$ cat src/rtl/async_fifo_pkg.sv
// Shared pointer helpers for both sides of the async FIFO.
// The Gray/binary converters work on 32-bit vectors; callers zero-extend and truncate.
package async_fifo_pkg;

  localparam int unsigned DEFAULT_SIZE_LOG2 = 5;

  typedef logic [DEFAULT_SIZE_LOG2:0] ptr_t;

  function automatic logic [31:0] bin2gray(input logic [31:0] b);
    return (b >> 1) ^ b;
  endfunction

  // Prefix XOR from the MSB down; zero upper bits leave narrower pointers unaffected.
  function automatic logic [31:0] gray2bin(input logic [31:0] g);
    logic [31:0] b;
    b = g;
    for (int s = 1; s < 32; s = s * 2) begin
      b = b ^ (b >> s);
    end
    return b;
  endfunction

endpackage

$ cat src/rtl/cdc_sync2.sv
// Two-flop synchronizer with synchronous active-low reset.
module cdc_sync2 #(
  parameter int unsigned WIDTH = 6
) (
  input  logic             clk,
  input  logic             rst_n,
  input  logic [WIDTH-1:0] d,
  output logic [WIDTH-1:0] q
);

  logic [WIDTH-1:0] r_sync1;

  always_ff @(posedge clk) begin
    if (!rst_n) begin
      r_sync1 <= '0;
      q       <= '0;
    end else begin
      r_sync1 <= d;
      q       <= r_sync1;
    end
  end

endmodule

$ cat src/rtl/async_fifo_read_ctrl.sv
// Read-domain side of the async FIFO: read pointers, empty/level flags, RAM read address.
// Flags are computed from the next pointer so the last read sets empty on the same edge.
module async_fifo_read_ctrl
  import async_fifo_pkg::*;
#(
  parameter int unsigned SIZE_LOG2           = DEFAULT_SIZE_LOG2,
  parameter int unsigned ALMOST_EMPTY_THRESH = 2
) (
  input  logic                 read_clk,
  input  logic                 read_rst_n,
  input  logic                 p_read_en,
  input  logic [SIZE_LOG2:0]   r_write_ptr_gray,
  output logic                 p_read_empty,
  output logic                 p_read_almost_empty,
  output logic                 p_read_underflow,
  output logic [SIZE_LOG2:0]   read_level,
  output logic [SIZE_LOG2-1:0] read_addr,
  output logic [SIZE_LOG2:0]   r_read_ptr_bin,
  output logic [SIZE_LOG2:0]   r_read_ptr_gray
);

  localparam int unsigned PtrW = SIZE_LOG2 + 1;

  logic [PtrW-1:0] w_sync2;
  logic [PtrW-1:0] w_ptr_bin_next;
  logic [PtrW-1:0] w_ptr_gray_next;
  logic [PtrW-1:0] w_level_next;
  logic            w_acc;

  cdc_sync2 #(
    .WIDTH(PtrW)
  ) u_wptr_sync (
    .clk  (read_clk),
    .rst_n(read_rst_n),
    .d    (r_write_ptr_gray),
    .q    (w_sync2)
  );

  always_comb begin
    w_acc           = p_read_en && !p_read_empty;
    w_ptr_bin_next  = r_read_ptr_bin + PtrW'(w_acc);
    w_ptr_gray_next = PtrW'(bin2gray(32'(w_ptr_bin_next)));
    // Modulo subtraction keeps the level correct across the wrap bit.
    w_level_next    = PtrW'(gray2bin(32'(w_sync2))) - w_ptr_bin_next;
  end

  assign read_addr = w_ptr_bin_next[SIZE_LOG2-1:0];

  always_ff @(posedge read_clk) begin
    if (!read_rst_n) begin
      r_read_ptr_bin      <= '0;
      r_read_ptr_gray     <= '0;
      read_level          <= '0;
      p_read_empty        <= 1'b1;
      p_read_almost_empty <= 1'b1;
      p_read_underflow    <= 1'b0;
    end else begin
      r_read_ptr_bin      <= w_ptr_bin_next;
      r_read_ptr_gray     <= w_ptr_gray_next;
      read_level          <= w_level_next;
      p_read_empty        <= (w_ptr_gray_next == w_sync2);
      p_read_almost_empty <= (32'(w_level_next) <= ALMOST_EMPTY_THRESH);
      if (p_read_en && p_read_empty) begin
        p_read_underflow <= 1'b1;
      end
    end
  end

endmodule
$ cat config.mk
export PLATFORM = sky130hd
export DESIGN_NAME = async_fifo_read_ctrl
export DESIGN_NICKNAME = d
export VERILOG_FILES = /design/src/rtl/async_fifo_pkg.sv /design/src/rtl/cdc_sync2.sv /design/src/rtl/async_fifo_read_ctrl.sv
export SDC_FILE = /design/constraint.sdc
export NUM_CORES = 1
export LEC_CHECK = 0
export ABC_AREA = 1
export BUFFER_PORTS_ARGS = -buffer_cell sky130_fd_sc_hd__buf_2
export CAP_MARGIN = 20
export CORE_ASPECT_RATIO = 0.7
export CORE_UTILIZATION = 45
export DETAILED_ROUTE_END_ITERATION = 10
export HOLD_SLACK_MARGIN = 0.15
export PLACE_DENSITY = 0.68
export SKIP_CTS_REPAIR_TIMING = 1
export SLEW_MARGIN = 20
export SYNTH_ARGS = -nofsm -noshare
export SYNTH_HDL_FRONTEND = slang
export SYNTH_HIERARCHICAL = 1
export SYNTH_SLANG_ARGS = --single-unit
$ cat constraint.sdc
create_clock -name read_clk -period 5.3 [get_ports read_clk]
set_input_delay 0 -clock read_clk [delete_from_list [all_inputs] [get_ports read_clk]]
set_output_delay 0 -clock read_clk [all_outputs]
set_load 0.02 [all_outputs]
======== Word-level counts from Yosys, hierarchy flattened ========
Cells that the tools add are included.
storage, ports and cells
  register bits after elaboration ......... 33
  latch bits .............................. 0
  bits in writable memories ............... 0
  memory bits (read-only) ................. 0
  bits of input ports ..................... 9
  word-level logic and storage cells ...... 21
  memories ................................ 0
operators by class
  add/subtract/negate cells ............... 2
  multipliers ............................. 0
  divide/modulo/power cells ............... 0
  magnitude comparators ................... 1
  eq/ne operators ......................... 1
  shift operators ......................... 0
  multiplexer cells ....................... 0
  bitwise operators ....................... 6
  reductions and logical operators ........ 3
operators by type and width
  cell                                                  number
  bitwise XOR 6 x 1 -> 6 bit (second input constant)    2
  adder 6 x 1 -> 6 bit                                  1
  equality test 6 bit                                   1
  <= comparator 6 x 2 -> 1 bit (second input constant)  1
  subtractor 6 bit                                      1
  bitwise XOR 5 x 6 -> 6 bit                            1
  bitwise XOR 6 x 2 -> 6 bit                            1
  bitwise XOR 6 x 4 -> 6 bit                            1
  bitwise XOR 6 x 5 -> 6 bit                            1
  logical AND 1 bit                                     2
  logical NOT 1 bit                                     1

======== Depth between registers and ports, before layout ========
  word-level depth ........................ 7
  depth in mapped cells ................... 17

======== By module ========
Netlist, hierarchy kept.
modules (own cells, without submodules)
  module                times used  cells each  area an instance (µm²)
  async_fifo_read_ctrl  1           174         1310.0
  cdc_sync2             1           37          341.6

======== Least setup slack after synthesis ========
Ideal clock, no wire load.
  path kind ............................... register to register
  start point ............................. register p_read_empty
  end point ............................... register p_read_almost_empty
  setup time .............................. 0.112 ns
  arrival time ............................ 2.082 ns
  required time ........................... 5.188 ns
  path slack .............................. 3.106 ns
  stages on the path, launching flop included .. 10
  path buffers ............................ 0
  cells stage by stage .................... dfxtp_1 -> nor2_1 -> ha_1 -> ha_1 -> fa_1 -> or2_2 -> nand3_1 -> o21ai_1 -> nand2_1 -> nor2_1
between the ends
  longest elaborated chain between the ends .. 5
ends and longest elaborated chain
  element                       RTL line                    source
  start, declared               async_fifo_read_ctrl.sv:13  output logic p_read_empty,
  start signal, assigned        async_fifo_read_ctrl.sv:61  p_read_empty <= (w_ptr_gray_next == w_sync2);
  logical NOT 1 bit             async_fifo_read_ctrl.sv:40  w_acc = p_read_en && !p_read_empty;
  logical AND 1 bit             async_fifo_read_ctrl.sv:40
  adder 6 x 1 -> 6 bit          async_fifo_read_ctrl.sv:41  w_ptr_bin_next = r_read_ptr_bin + PtrW'(w_acc);
  via w_ptr_bin_next[1]         async_fifo_read_ctrl.sv:25  logic [PtrW-1:0] w_ptr_bin_next;
  subtractor 6 bit              async_fifo_read_ctrl.sv:44  w_level_next = PtrW'(gray2bin(32'(w_sync2))) - w_ptr_bin_next;
  <= comparator 6 x 2 -> 1 bit  async_fifo_read_ctrl.sv:62  p_read_almost_empty <= (32'(w_level_next) <= ALMOST_EMPTY_THRESH);
  end signal, assigned          async_fifo_read_ctrl.sv:62
  end, declared                 async_fifo_read_ctrl.sv:14  output logic p_read_almost_empty,
The timed path passes the listed nets, and every way through them passes these cells.
A chain may end at the register's enable or synchronous reset.

======== Final worst setup path ========
  start point ............................. register u_wptr_sync.q[5]
  end point ............................... register p_read_almost_empty
between the ends
  longest elaborated chain between the ends .. 7
ends and longest elaborated chain
  element                                   RTL line                    source
  start, declared                           cdc_sync2.sv:8              output logic [WIDTH-1:0] q
  start signal, assigned                    cdc_sync2.sv:19             q <= r_sync1;
  bitwise XOR 6 x 5 -> 6 bit                async_fifo_pkg.sv:18        b = b ^ (b >> s);
  bitwise XOR 6 x 4 -> 6 bit                async_fifo_pkg.sv:18
  bitwise XOR 6 x 2 -> 6 bit                async_fifo_pkg.sv:18
  bitwise XOR 6 x 1 -> 6 bit (2 in series)  async_fifo_pkg.sv:18
  subtractor 6 bit                          async_fifo_read_ctrl.sv:44
  <= comparator 6 x 2 -> 1 bit              async_fifo_read_ctrl.sv:62
No other way between the ends.

==> impl_metrics.tcl <==
set metrics [dict create \
    start_util 0.470 \
    cp-start-kind "flop" \
    core_area_sq_um 3510 \
    combPwrFrac 0.241 \
    seq_area_frac_synth 0.388 \
    finalHoldViolCount 0 \
    p_sw_frac 0.289 \
    syn_avg_cell_area_sq_um 7.83 \
    outcome "completed" \
    antenna_left 0 \
    routed_wl_um 3160 \
    die_h_um 52.7 \
    fp.dieW_um 74.4 \
    antenna_found_initial 0 \
    finalMaxSlewViolations 0 \
    worstHoldPathCells 2 \
    die-area_sq_um 3920 \
    synth_area_sq_um 1650 \
    wl_per_cell_um 10.2 \
    dr.pass1.iters 4 \
    path_clk_slew_ns 0.06 \
    clk-insertion-delay-late_ns 0.28 \
    met3_usage 0.0519 \
    setup_viol 0 \
    seqPwrFrac 0.448 \
    intPower_mw 0.424 \
    switching_power_mw 0.173 \
    worstPathMaxFanout 5 \
    end_kind "flop" \
    drv_cap 0 \
    ys_ff_latch 32 \
    vias_per_cell 4.39 \
    cts-root-buf "clkbuf_8" \
    grt-busiest-layer "met2" \
    grt_max_degree 20 \
    yosysWarnings 6 \
    syn-instance-count 211 \
    area_delta_synth_final_pct 24.4 \
    num_io_pins 35 \
    cts_inserted_buffers 5 \
    pwr-share-clk 0.311 \
    gp_congestion 0.825 \
    final_cell_mix "53 x nand2_1, 34 x buf_2, 32 x dfxtp_1" \
    diodes 0 \
    num_rows 18 \
    grt.total_usage 0.173 \
    max-clock-path-buffers 2 \
    powerDensity_nw_per_um2 290 \
    drt_drc_violations_left 0 \
    synth.distinct_cells 30 \
    drive_gt1_frac 0.301 \
    ir_drop_mv 0.141 \
    required_ns 5.48 \
    fmax_ghz 0.428 \
    leakagePower_nw 1.10 \
    final_common_cell "nand2_1" \
    r2r_setup_slack_ns 2.96 \
    met2_usage 0.243 \
    min_path_type "flop to flop" \
    nets 272 \
    syn-num-nets 225 \
    cts.sinks 32 \
    dr_total_vias 1358 \
    htree_num_levels 2 \
    min_period_ns 2.34 \
    max_slew_margin 0.683 \
    worstMarginPinSlew_ns 0.474 \
    crit_arrival_ns 2.52 \
    pre_cts_slack_ns 2.96 \
    rsz0062_at_grt "no" \
    grt_overflow_total 0 \
    grt_pass1_wl_um 4790 \
    first_global_vias 1076 \
    fin_crit_sh 0.441 \
    first_iter_violations 51 \
    tns_ns 0 \
    dp_hpwl_um 2200 \
    finClkSkew_ns 0.00189 \
    r2r_cells 13 \
    cts_tree "done" \
    met1_usage 0.236 \
    crit_type "flop to flop" \
    worst_slack_ns 2.96 \
    port_buffers 34 \
]
sequential cells by signal, summed over array words and instances, names as in the netlist:
signal	cells
u_wptr_sync/r_sync1	6
r_read_ptr_gray	5
p_read_empty	1
read_level	6
r_read_ptr_bin	6
p_read_underflow	1
u_wptr_sync/q	6
p_read_almost_empty	1
power by group through the flow:
stage          logic [mW]  registers (mW)  clock network [mW]
2_1_floorplan      0.0852           0.292                   0
3_3_place_gp        0.134           0.273                   0
3_5_place_dp        0.136           0.273                   0
4_1_cts             0.136           0.268               0.193
5_1_grt             0.161           0.269               0.205
6_report            0.144           0.267               0.185
path summary, 6_finish.rpt:
path                                from                  end
setup / recovery        u_wptr_sync/q[5]  p_read_almost_empty
hold / removal    u_wptr_sync/r_sync1[4]     u_wptr_sync/q[4]
setup reg to reg        u_wptr_sync/q[5]  p_read_almost_empty
hold reg to reg   u_wptr_sync/r_sync1[4]     u_wptr_sync/q[4]
cell usage after synthesis:
library cell  count  area share
clkbuf_1          1      0.0023
ha_1              4       0.030
o21ai_1           1      0.0030
buf_4             6       0.027
xor2_4            1       0.017
xnor2_1           2       0.011
a21oi_2           1      0.0053
xor2_1            9       0.048
nand2_1          53        0.12
nand2_4           4       0.027
nor2_1           15       0.034
or2_2             2      0.0076
nand4_1           2      0.0076
nand3_4           2       0.021
dfxtp_1          32        0.39
clkinv_2          2      0.0061
nor2_4            1      0.0068
a21oi_1           5       0.015
fa_1              1       0.012
nand3b_1          2      0.0091
nor2_2            1      0.0038
nand3_2           3       0.018
clkinv_1          1      0.0023
buf_6             1      0.0068
inv_1            28       0.064
nand2_2          13       0.049
inv_2             7       0.016
o21a_1            1      0.0045
xor2_2            1      0.0099
nand3_1           9       0.027
per-layer routing:
| metal | part of all wire | up-vias |
|---|---|---|
| met4 | 0.021 | 0 |
| met3 | 0.053 | 8 |
| met2 | 0.44 | 33 |
| li1 | - | 716 |
| met1 | 0.49 | 601 |
| met5 | 0 | - |
kinds of logic after synthesis:
family	after synthesis	synth area share
compound gates	8	0.0280
xor+xnor	13	0.0849
fa+ha+maj	5	0.0424
buf+inv	46	0.124
flops	32	0.388
simple gates	107	0.333
final cells by class:
cell class                      instances  area, sq um
Tap cell                               50         62.6
Clock buffer                            8         90.1
Fill cell                             330         1460
Multi-Input combinational cell        133          806
Inverter                               38          145
Timing Repair Buffer                   48          310
Sequential cell                        32          641
metrics by stage:
step,cell area [sq um],hold WS [ns],cells,util,power [mW]
after floorplan,1650,0.0691,211,-,0.377
after global placement,1820,0.181,287,0.519,0.407
after detailed placement,1820,0.183,287,0.519,0.409
after CTS,1910,-0.114,295,0.545,0.597
after global routing,2050,0.425,309,0.585,0.635
final,2050,0.407,309,0.585,0.597
critical path: stages, from the launching register on:
cell and delay [ns]:
dfxtp_1 0.36, nand2_2 0.13, clkinv_2 0.08, nor2_4 0.13
nand2_2 0.09, nand2_1 0.07, xor2_1 0.16, ha_1 0.20
fa_1 0.43, or2_2 0.30, nand3_1 0.10, o21ai_1 0.07
nand2_1 0.08, nor2_1 0.04
Power figures use the tool's default switching activity.
